==> src/rtl/lock_pkg.sv <==
// Shared state encodings and code-digit extraction for the parametrised combination lock.
package lock_pkg;

   localparam logic [2:0] ENTRY   = 3'd0;
   localparam logic [2:0] CLOSED  = 3'd1;
   localparam logic [2:0] OPEN    = 3'd2;
   localparam logic [2:0] PROG    = 3'd3;
   localparam logic [2:0] LOCKOUT = 3'd4;

   // Upper bounds for the generic helper; callers zero-extend their code into this width.
   localparam int LOCK_MAX_CW = 256;
   localparam int LOCK_MAX_DW = 32;

   function automatic logic [LOCK_MAX_DW-1:0] digit_at(input logic [LOCK_MAX_CW-1:0] code,
                                                      input int unsigned            i,
                                                      input int unsigned            dw);
      logic [LOCK_MAX_CW-1:0] sh;
      logic [LOCK_MAX_DW-1:0] r;
      sh = code >> (i * dw);
      r  = sh[LOCK_MAX_DW-1:0];
      for (int b = 0; b < LOCK_MAX_DW; b++) begin
         if (b >= int'(dw)) r[b] = 1'b0;
      end
      return r;
   endfunction

endpackage

==> src/rtl/lock_code_reg.sv <==
// Active code register plus the shadow register that collects a new code while programming.
module lock_code_reg
   import lock_pkg::*;
#(
   parameter int                          DIGITS       = 6,
   parameter int                          DIGIT_W      = 4,
   parameter logic [DIGITS*DIGIT_W-1:0]   DEFAULT_CODE = 24'h518384
) (
   input  logic                        clk,
   input  logic                        rst,
   input  logic                        wr_en,
   input  logic [$clog2(DIGITS)-1:0]   wr_idx,
   input  logic [DIGIT_W-1:0]          wr_digit,
   input  logic                        commit,
   input  logic [$clog2(DIGITS)-1:0]   rd_idx,
   output logic [DIGIT_W-1:0]          rd_digit
);

   localparam int CW = DIGITS * DIGIT_W;

   logic [CW-1:0] code_q, code_d;
   logic [CW-1:0] shadow_q, shadow_d;
   logic [CW-1:0] merged;

   // Writing digit 0 starts a fresh pass, so stale digits from an aborted pass never leak into a commit.
   always_comb begin
      merged = (wr_en && wr_idx == '0) ? '0 : shadow_q;
      if (wr_en) merged[int'(wr_idx)*DIGIT_W +: DIGIT_W] = wr_digit;
      shadow_d = commit ? '0 : merged;
      code_d   = commit ? merged : code_q;
   end

   always_ff @(posedge clk) begin
      if (rst) begin
         code_q   <= DEFAULT_CODE;
         shadow_q <= '0;
      end else begin
         code_q   <= code_d;
         shadow_q <= shadow_d;
      end
   end

   assign rd_digit = DIGIT_W'(digit_at(LOCK_MAX_CW'(code_q), int'(rd_idx), DIGIT_W));

endmodule

==> src/rtl/param_lock_fsm.sv <==
// Parametrised combination lock: digit entry with retry limit and lockout, plus code re-programming.
module param_lock_fsm
   import lock_pkg::*;
#(
   parameter int                          DIGITS       = 6,
   parameter int                          DIGIT_W      = 4,
   parameter int                          MAX_DIGIT    = 9,
   parameter int                          MAX_TRIES    = 3,
   parameter logic [DIGITS*DIGIT_W-1:0]   DEFAULT_CODE = 24'h518384
) (
   input  logic                              clk,
   input  logic                              rst,
   input  logic [DIGIT_W-1:0]                digit_i,
   input  logic                              enter_i,
   input  logic                              cancel_i,
   input  logic                              relock_i,
   input  logic                              prog_i,
   output logic [2:0]                        state_o,
   output logic [$clog2(DIGITS)-1:0]         idx_o,
   output logic [$clog2(MAX_TRIES+1)-1:0]    fail_cnt_o,
   output logic                              err_o
);

   localparam int IDX_W = $clog2(DIGITS);
   localparam int FC_W  = $clog2(MAX_TRIES + 1);

   logic [2:0]         state_q, state_d;
   logic [IDX_W-1:0]   idx_q, idx_d;
   logic [FC_W-1:0]    fail_q, fail_d;
   logic               err_q, err_d;
   logic               mis_q, mis_d;

   logic               wr_en, commit;
   logic [DIGIT_W-1:0] rd_digit;
   logic               digit_ok, last, mis_now;
   logic [FC_W-1:0]    fail_inc;

   lock_code_reg #(
      .DIGITS       (DIGITS),
      .DIGIT_W      (DIGIT_W),
      .DEFAULT_CODE (DEFAULT_CODE)
   ) u_code (
      .clk      (clk),
      .rst      (rst),
      .wr_en    (wr_en),
      .wr_idx   (idx_q),
      .wr_digit (digit_i),
      .commit   (commit),
      .rd_idx   (idx_q),
      .rd_digit (rd_digit)
   );

   assign digit_ok = (digit_i <= DIGIT_W'(MAX_DIGIT));
   assign last     = (idx_q == IDX_W'(DIGITS - 1));
   assign mis_now  = mis_q | (digit_i != rd_digit);
   assign fail_inc = (fail_q < FC_W'(MAX_TRIES)) ? fail_q + FC_W'(1) : fail_q;

   always_comb begin
      state_d = state_q;
      idx_d   = idx_q;
      fail_d  = fail_q;
      err_d   = 1'b0;
      mis_d   = mis_q;
      wr_en   = 1'b0;
      commit  = 1'b0;
      case (state_q)
         ENTRY: begin
            if (cancel_i) begin
               idx_d = '0;
               mis_d = 1'b0;
            end else if (enter_i) begin
               if (!digit_ok) begin
                  err_d = 1'b1;
               end else if (last) begin
                  idx_d = '0;
                  mis_d = 1'b0;
                  if (!mis_now) begin
                     state_d = OPEN;
                     fail_d  = '0;
                  end else begin
                     fail_d  = fail_inc;
                     state_d = (fail_inc >= FC_W'(MAX_TRIES)) ? LOCKOUT : CLOSED;
                  end
               end else begin
                  idx_d = idx_q + IDX_W'(1);
                  mis_d = mis_now;
               end
            end
         end
         CLOSED: begin
            if (cancel_i) begin
               state_d = ENTRY;
               idx_d   = '0;
            end
         end
         OPEN: begin
            if (relock_i) begin
               state_d = ENTRY;
               idx_d   = '0;
            end else if (prog_i) begin
               state_d = PROG;
               idx_d   = '0;
            end
         end
         PROG: begin
            if (cancel_i) begin
               state_d = OPEN;
               idx_d   = '0;
            end else if (enter_i) begin
               if (!digit_ok) begin
                  err_d = 1'b1;
               end else begin
                  wr_en = 1'b1;
                  if (last) begin
                     commit  = 1'b1;
                     idx_d   = '0;
                     state_d = OPEN;
                  end else begin
                     idx_d = idx_q + IDX_W'(1);
                  end
               end
            end
         end
         LOCKOUT: state_d = LOCKOUT;
         default: state_d = LOCKOUT;
      endcase
   end

   always_ff @(posedge clk) begin
      if (rst) begin
         state_q <= ENTRY;
         idx_q   <= '0;
         fail_q  <= '0;
         err_q   <= 1'b0;
         mis_q   <= 1'b0;
      end else begin
         state_q <= state_d;
         idx_q   <= idx_d;
         fail_q  <= fail_d;
         err_q   <= err_d;
         mis_q   <= mis_d;
      end
   end

   assign state_o    = state_q;
   assign idx_o      = idx_q;
   assign fail_cnt_o = fail_q;
   assign err_o      = err_q;

endmodule

==> config.mk <==
export PLATFORM = sky130hd
export DESIGN_NAME = param_lock_fsm
export DESIGN_NICKNAME = d
export VERILOG_FILES = /design/src/rtl/lock_pkg.sv /design/src/rtl/lock_code_reg.sv /design/src/rtl/param_lock_fsm.sv
export SDC_FILE = /design/constraint.sdc
export NUM_CORES = 1
export LEC_CHECK = 0
export ABC_AREA = 1
export CAP_MARGIN = 20
export CORE_ASPECT_RATIO = 1.25
export CORE_MARGIN = 10
export CORE_UTILIZATION = 63
export DETAILED_ROUTE_END_ITERATION = 6
export GPL_ROUTABILITY_DRIVEN = 0
export MAX_ROUTING_LAYER = met4
export PLACE_DENSITY = 0.9
export SLEW_MARGIN = 0
export SYNTH_ARGS = -nofsm -noshare
export SYNTH_HDL_FRONTEND = slang
export SYNTH_HIERARCHICAL = 1
export SYNTH_SLANG_ARGS = --single-unit
export TNS_END_PERCENT = 20
==> constraint.sdc <==
create_clock -name clk -period 3.2 [get_ports clk]
set_clock_uncertainty 0.15 [all_clocks]
set_input_delay 0.32 -clock clk [delete_from_list [all_inputs] [get_ports clk]]
set_output_delay 0.32 -clock clk [all_outputs]
set_load 0.05 [all_outputs]
==> out/results.txt, run 1 <==
outcome: completed
vias: 3,024
post-place setup slack: 559.6 ps
crit share post-route: 0.8597
DPL Wire Length: 5756 um
TNS Setup: 0 ps
# diodes: 0
Port Buffers: 18
Min Clock Period, post-route: 2751 ps
Final Hold Viols: 0
TritonCTS clock tree: done
first-pass GRT wire length: 13,130 um
Gates resized, CTS repair: 0
initial antenna violation count: 0
share of the synthesized area in the top cell type: 0.3917
number of flops mapped to enable cells by yosys: 0
Mapped Area: 0.002964 mm^2
area growth from synthesis to layout: 15.37%
Crit Path Class: reg -> reg
via count of the first global-routing pass: 2,947
H-tree lvl count: 3
Avg Cell Area, Syn: 6.661 um^2
layout cells sized above 1: 0.09053
warnings from Yosys: 6
Die Span Y: 96.69 um
Post-Place Cell Area: 0.003222 mm^2
clk sinks: 58
Total GRT Usage: 0.2141
Die Wd: 81.35 um
Crit. End Element: flop
max-slew violations: 0
drt pass-1 iters: 7
DRT Wirelength: 7920 um
Seq/Total Area, Yosys: 0.3917
deepest clock path buffer count: 2
DRC: 0
endpoints failing setup: 0
Commonest cells post-synth: 122 x nand2_1, 58 x dfxtp_1, 58 x inv_1
postcts setup bufs: 0
count leader, synth: nand2_1
synth top area cells: dfxtp_1 39%, nand2_1 15%, inv_1 7.3%, nand3_1 7.1%, nor2_1 6.6%
Layout fillers: 344
Mapped Nets: 458
arrival time at the worst endpoint: 2820 ps
root buf cell: clkbuf_8
Core Rows: 27
Min-Delay Path Class: reg -> reg
number of synthesized register bits: 58
layout net count: 483
Initial Util: 0.6597
P_leak: 1.563 nW
GRT overflow: 0
pwr dens: 521.0 mW/mm^2
core footprint: 0.004493 mm^2
startpoint type of the worst setup path: flop
MaxCap Viol Count: 0
maximum VDD drop: 0.0003065 V
ys flop type: dfxtp_1
worst slew pin tran: 500.0 ps
IO Count: 19
r2r setup slk: 450 ps
Worst-path clk slew: 70 ps
Worst EP required: 3270 ps
vias per inst: 5.674
Finished Cell Area: 0.003420 mm^2
post-route ant nets: 0
Pwr Total: 1.781 mW
full die area: 0.007866 mm^2
Yosys top cell by area: dfxtp_1
Cells after Synth: 445
ys async rst share: 0
initial DRC count: 439
Worst-Skew Late Latency: 350 ps
cts hold-fix bufs: 0
CTS Buf Count: 9
post-synth cell types: 34
largest net degree at the start of global routing: 24
Slew Limit Headroom: 0.6656
RSZ-0062 raised after global routing: false
fmax: 363.5 MHz
Crit Path Max Fanout: 14
average wire per standard cell: 14.86 um
slack of the critical path: 448.8 ps
[power by group]
| part | internal (mW) | switching (mW) | total, mW |
|---|---|---|---|
| clock | 0.402 | 0.290 | 0.692 |
| sequential | 0.731 | 0.0184 | 0.749 |
| combinational | 0.102 | 0.238 | 0.340 |
[sequential cells by signal (all words and copies together), names as in the netlist]
signal,cells
u_code/shadow_q,24
fail_cnt_o,2
u_code/code_q,24
idx_o,3
mis_q,1
err_o,1
state_o,3
[metrics by stage]
stage	util	hold WS [ps]	std cells
final	0.7611	307.9	533
after global routing	0.7611	334.0	533
after CTS	0.7611	312.3	533
after detailed placement	0.7171	298.3	517
after global placement	0.7171	289.2	517
after floorplan	-	239.1	445
[metal layers]
metal | up-vias | track usage | wire length, um
met2 | 170 | 0.3129 | 3629
met1 | 1343 | 0.2306 | 3073
met5 | - | - | 0
li1 | 1462 | - | -
met3 | 49 | 0.06747 | 734
met4 | 0 | 0.1687 | 483
[critical path, stage by stage, from the launching register on]
cell and delay (ps):
dfxtp_1 630, inv_1 320, a21oi_1 230, o21ai_0 120, o21ai_0 100, nand2_1 70, o21ai_0 160, inv_1 80
nand2_1 80, nand2_1 50, nor2_1 160, nand3_1 200, nand2_1 110, nand2_1 50, nand2_1 60, a21oi_1 50
[cell type report]
class	instances	area (um^2)	share of cell area
well taps	58	72.57	0.02122
inverters	60	227.7	0.06659
clock buffers	14	162.7	0.04757
multi-input cells	317	1535	0.4490
clock inverters	2	35.03	0.01025
repair buffers	24	225.2	0.06586
flip-flops and latches	58	1161	0.3396
[kinds of logic after synthesis]
logic type | Yosys count | share of synthesized area
compound gates | 68 | 0.1233
xor+xnor | 1 | 0.002955
fa+ha+maj | 3 | 0.01266
buf+inv | 70 | 0.09033
flops | 58 | 0.3917
simple gates | 245 | 0.3791
[placed cells by master (no fill, tap or decap), drive strengths merged]
| master | n |
|---|---|
| nor3 | 3 |
| a21oi | 25 |
| inv | 59 |
| nand2 | 131 |
| clkinv | 2 |
| or2 | 1 |
| a22o | 1 |
| dfxtp | 58 |
| bufinv | 1 |
| clkbuf | 14 |
| nand3b | 2 |
| a31oi | 2 |
| nand4 | 2 |
| o22ai | 2 |
| clkdlybuf4s50 | 18 |
| ha | 3 |
| o211ai | 1 |
| nand3 | 44 |
| nor4 | 1 |
| o21bai | 1 |
| buf | 6 |
| and2 | 3 |
| xnor2 | 1 |
| o21ai | 36 |
| nor2 | 58 |
[worst paths after layout]
| path | from | to | cells past startpoint |
|---|---|---|---|
| worst min-delay path | u_code/code_q[0] | u_code/code_q[0] | 2 |
| worst max register to register | idx_o[0] | state_o[0] | 15 |
| worst max-delay path | idx_o[0] | state_o[0] | 15 |
| worst min register to register | u_code/code_q[0] | u_code/code_q[0] | 2 |
Note: power is estimated with default switching activity, not from simulation.
==> run 2, diff against run 1 <==
--- a/config.mk
+++ b/config.mk
@@ -10,6 +10,7 @@
 export CORE_ASPECT_RATIO = 1.25
 export CORE_MARGIN = 10
 export CORE_UTILIZATION = 63
+export CTS_CLUSTER_SIZE = 20
 export DETAILED_ROUTE_END_ITERATION = 6
 export GPL_ROUTABILITY_DRIVEN = 0
 export MAX_ROUTING_LAYER = met4
==> results of run 2 <==
No change in the layout: final DEF, timing and power equal those of run 1.
==> run 3, diff against run 2 <==
--- a/config.mk
+++ b/config.mk
@@ -9,12 +9,13 @@
 export CAP_MARGIN = 20
 export CORE_ASPECT_RATIO = 1.25
 export CORE_MARGIN = 10
-export CORE_UTILIZATION = 63
+export CORE_UTILIZATION = 27
 export CTS_CLUSTER_SIZE = 20
 export DETAILED_ROUTE_END_ITERATION = 6
 export GPL_ROUTABILITY_DRIVEN = 0
+export GPL_TIMING_DRIVEN = 0
 export MAX_ROUTING_LAYER = met4
-export PLACE_DENSITY = 0.9
+export PLACE_DENSITY = 0.49
 export SLEW_MARGIN = 0
 export SYNTH_ARGS = -nofsm -noshare
 export SYNTH_HDL_FRONTEND = slang
==> run 3 against run 2 <==
  * Combinational power down 3%
  * Sequential power rose by 0.9%
  * Flip-flop and latch count unchanged
  * Hold slack got worse by 6.9 ps
  * Largest power group is now the clock network
  * Via count decreased by 5.3%
==> out/results.txt, run 3 (synthesis gave the netlist of run 1 again) <==
clk sinks: 58
average wire per standard cell: 14.02 um
utilization after layout: 0.3421
maximum VDD drop: 0.0002414 V
full die area: 0.01560 mm^2
Crit Path Class: in -> reg
cts hold-fix bufs: 0
CTS Buf Count: 9
pwr dens: 590.9 mW/mm^2
Worst-path clk slew: 50 ps
postcts setup bufs: 0
vias: 2,865
TritonCTS clock tree: done
Crit path top cell by count: nand2_1
Gates resized, CTS repair: 0
Min Clock Period, post-route: 2714 ps
Crit Path Max Fanout: 10
worst slew pin tran: 536.9 ps
via count of the first global-routing pass: 2,750
Die Span Y: 137.1 um
DRC: 0
vias per inst: 4.689
first-pass GRT wire length: 13,890 um
Final Hold Viols: 0
endpoints failing setup: 0
arrival time at the worst endpoint: 2780 ps
deepest clock path buffer count: 2
fmax: 368.5 MHz
Min-Delay Path Class: reg -> reg
outcome: completed
crit path buf inv count: 5
drt pass-1 iters: 4
area growth from synthesis to layout: 23.13%
MaxCap Viol Count: 0
Worst-Skew Late Latency: 320 ps
GRT overflow: 0
max-slew violations: 0
# diodes: 0
IO Count: 19
cells along the critical path: clkdlybuf4s50_1 -> inv_1 -> nand2_1 -> nand2_1 -> nand2_1 -> nor3_1 -> inv_1 -> nor2_1 -> buf_2 -> nand3_1 -> nand2_1 -> inv_1
Total GRT Usage: 0.1175
largest net degree at the start of global routing: 17
DRT Wirelength: 8568 um
RSZ-0062 raised after global routing: false
layout net count: 487
startpoint type of the worst setup path: input port
DPL Wire Length: 6587 um
H-tree lvl count: 3
initial DRC count: 154
most frequent cells in the layout: 122 x nand2_1, 58 x inv_1, 57 x dfxtp_1
layout cells sized above 1: 0.08977
Crit path max-delay family: simple AND/OR/NAND/NOR gates
core footprint: 0.01067 mm^2
crit share post-route: 0.8480
P_leak: 1.619 nW
TNS Setup: 0 ps
root buf cell: clkbuf_16
Top Registers: u_code/code_q (24), u_code/shadow_q (24)
Die Wd: 113.7 um
Crit. End Element: flop
Slew Limit Headroom: 0.6420
largest stage delay on the critical path: 570 ps
slack of the critical path: 486.4 ps
post-route ant nets: 0
Worst EP required: 3270 ps
post-place setup slack: 194.3 ps
Port Buffers: 18
commonest non-fill, non-tap cell in the layout: nand2_1
initial antenna violation count: 0
Core Rows: 42
critical path's slowest cell: clkdlybuf4s50_1
Initial Util: 0.2779
## run 3: cell types whose count changed in the layout (fill, tap and decap cells not counted), moves of 2 or more
cell	before	now
clkbuf_1	3	8
buf_2	0	2
clkbuf_8	11	3
clkbuf_16	0	9
buf_4	6	0
## run 3: final cells by class
class                   instances  area, um^2
fillers                      1186        7018
multi-input cells             317        1535
flip-flops and latches         58        1162
clock buffers                  12       266.5
inverters                      60       227.7
repair buffers                 18       180.2
well taps                     132       165.2
clock inverters                 4       72.57
plain buffers                  10       40.04
## run 3: per-layer routing
metal	part of all wire	global-route usage	wire length, um
met1	0.44	0.1284	3763
met5	0	-	0
met4	0.017	0.04944	146
met3	0.050	0.02935	430
met2	0.49	0.1989	4227
## run 3: report_power, final
part           total (mW)  internal (mW)  leakage, nW  switching, mW
clock network        1.07          0.743        0.165          0.328
logic               0.330         0.0979        0.986          0.232
registers           0.756          0.733        0.468         0.0229
## run 3: through the flow
step | std cells | hold slack [ps] | total power, mW | cell area (um^2)
3_3_place_gp | 595 | 288.9 | 1.096 | 3309
4_1_cts | 611 | 304.1 | 2.185 | 3649
3_5_place_dp | 595 | 290.0 | 1.100 | 3309
2_1_floorplan | 445 | 239.1 | 1.001 | 2964
5_1_grt | 611 | 328.1 | 2.255 | 3650
6_report | 611 | 301.0 | 2.157 | 3650
## run 3: worst register-to-register path, delay by kind of cell (launching register included)
family | cells | cell delay (ps)
buffers and inverters | 2 | 430
and+or+nand+nor | 8 | 810
AOI/OAI and AO/OA | 4 | 590
DFF | 1 | 550
## run 3: worst paths after layout
kind | slack (ps) | cells past startpoint | endpoint | start
hold reg to reg | 300 | 2 | u_code/code_q[0] | u_code/code_q[0]
setup reg to reg | 530 | 14 | state_o[0] | idx_o[0]
setup / recovery | 490 | 12 | u_code/code_q[8] | digit_i[2]
hold / removal | 300 | 2 | u_code/code_q[0] | u_code/code_q[0]
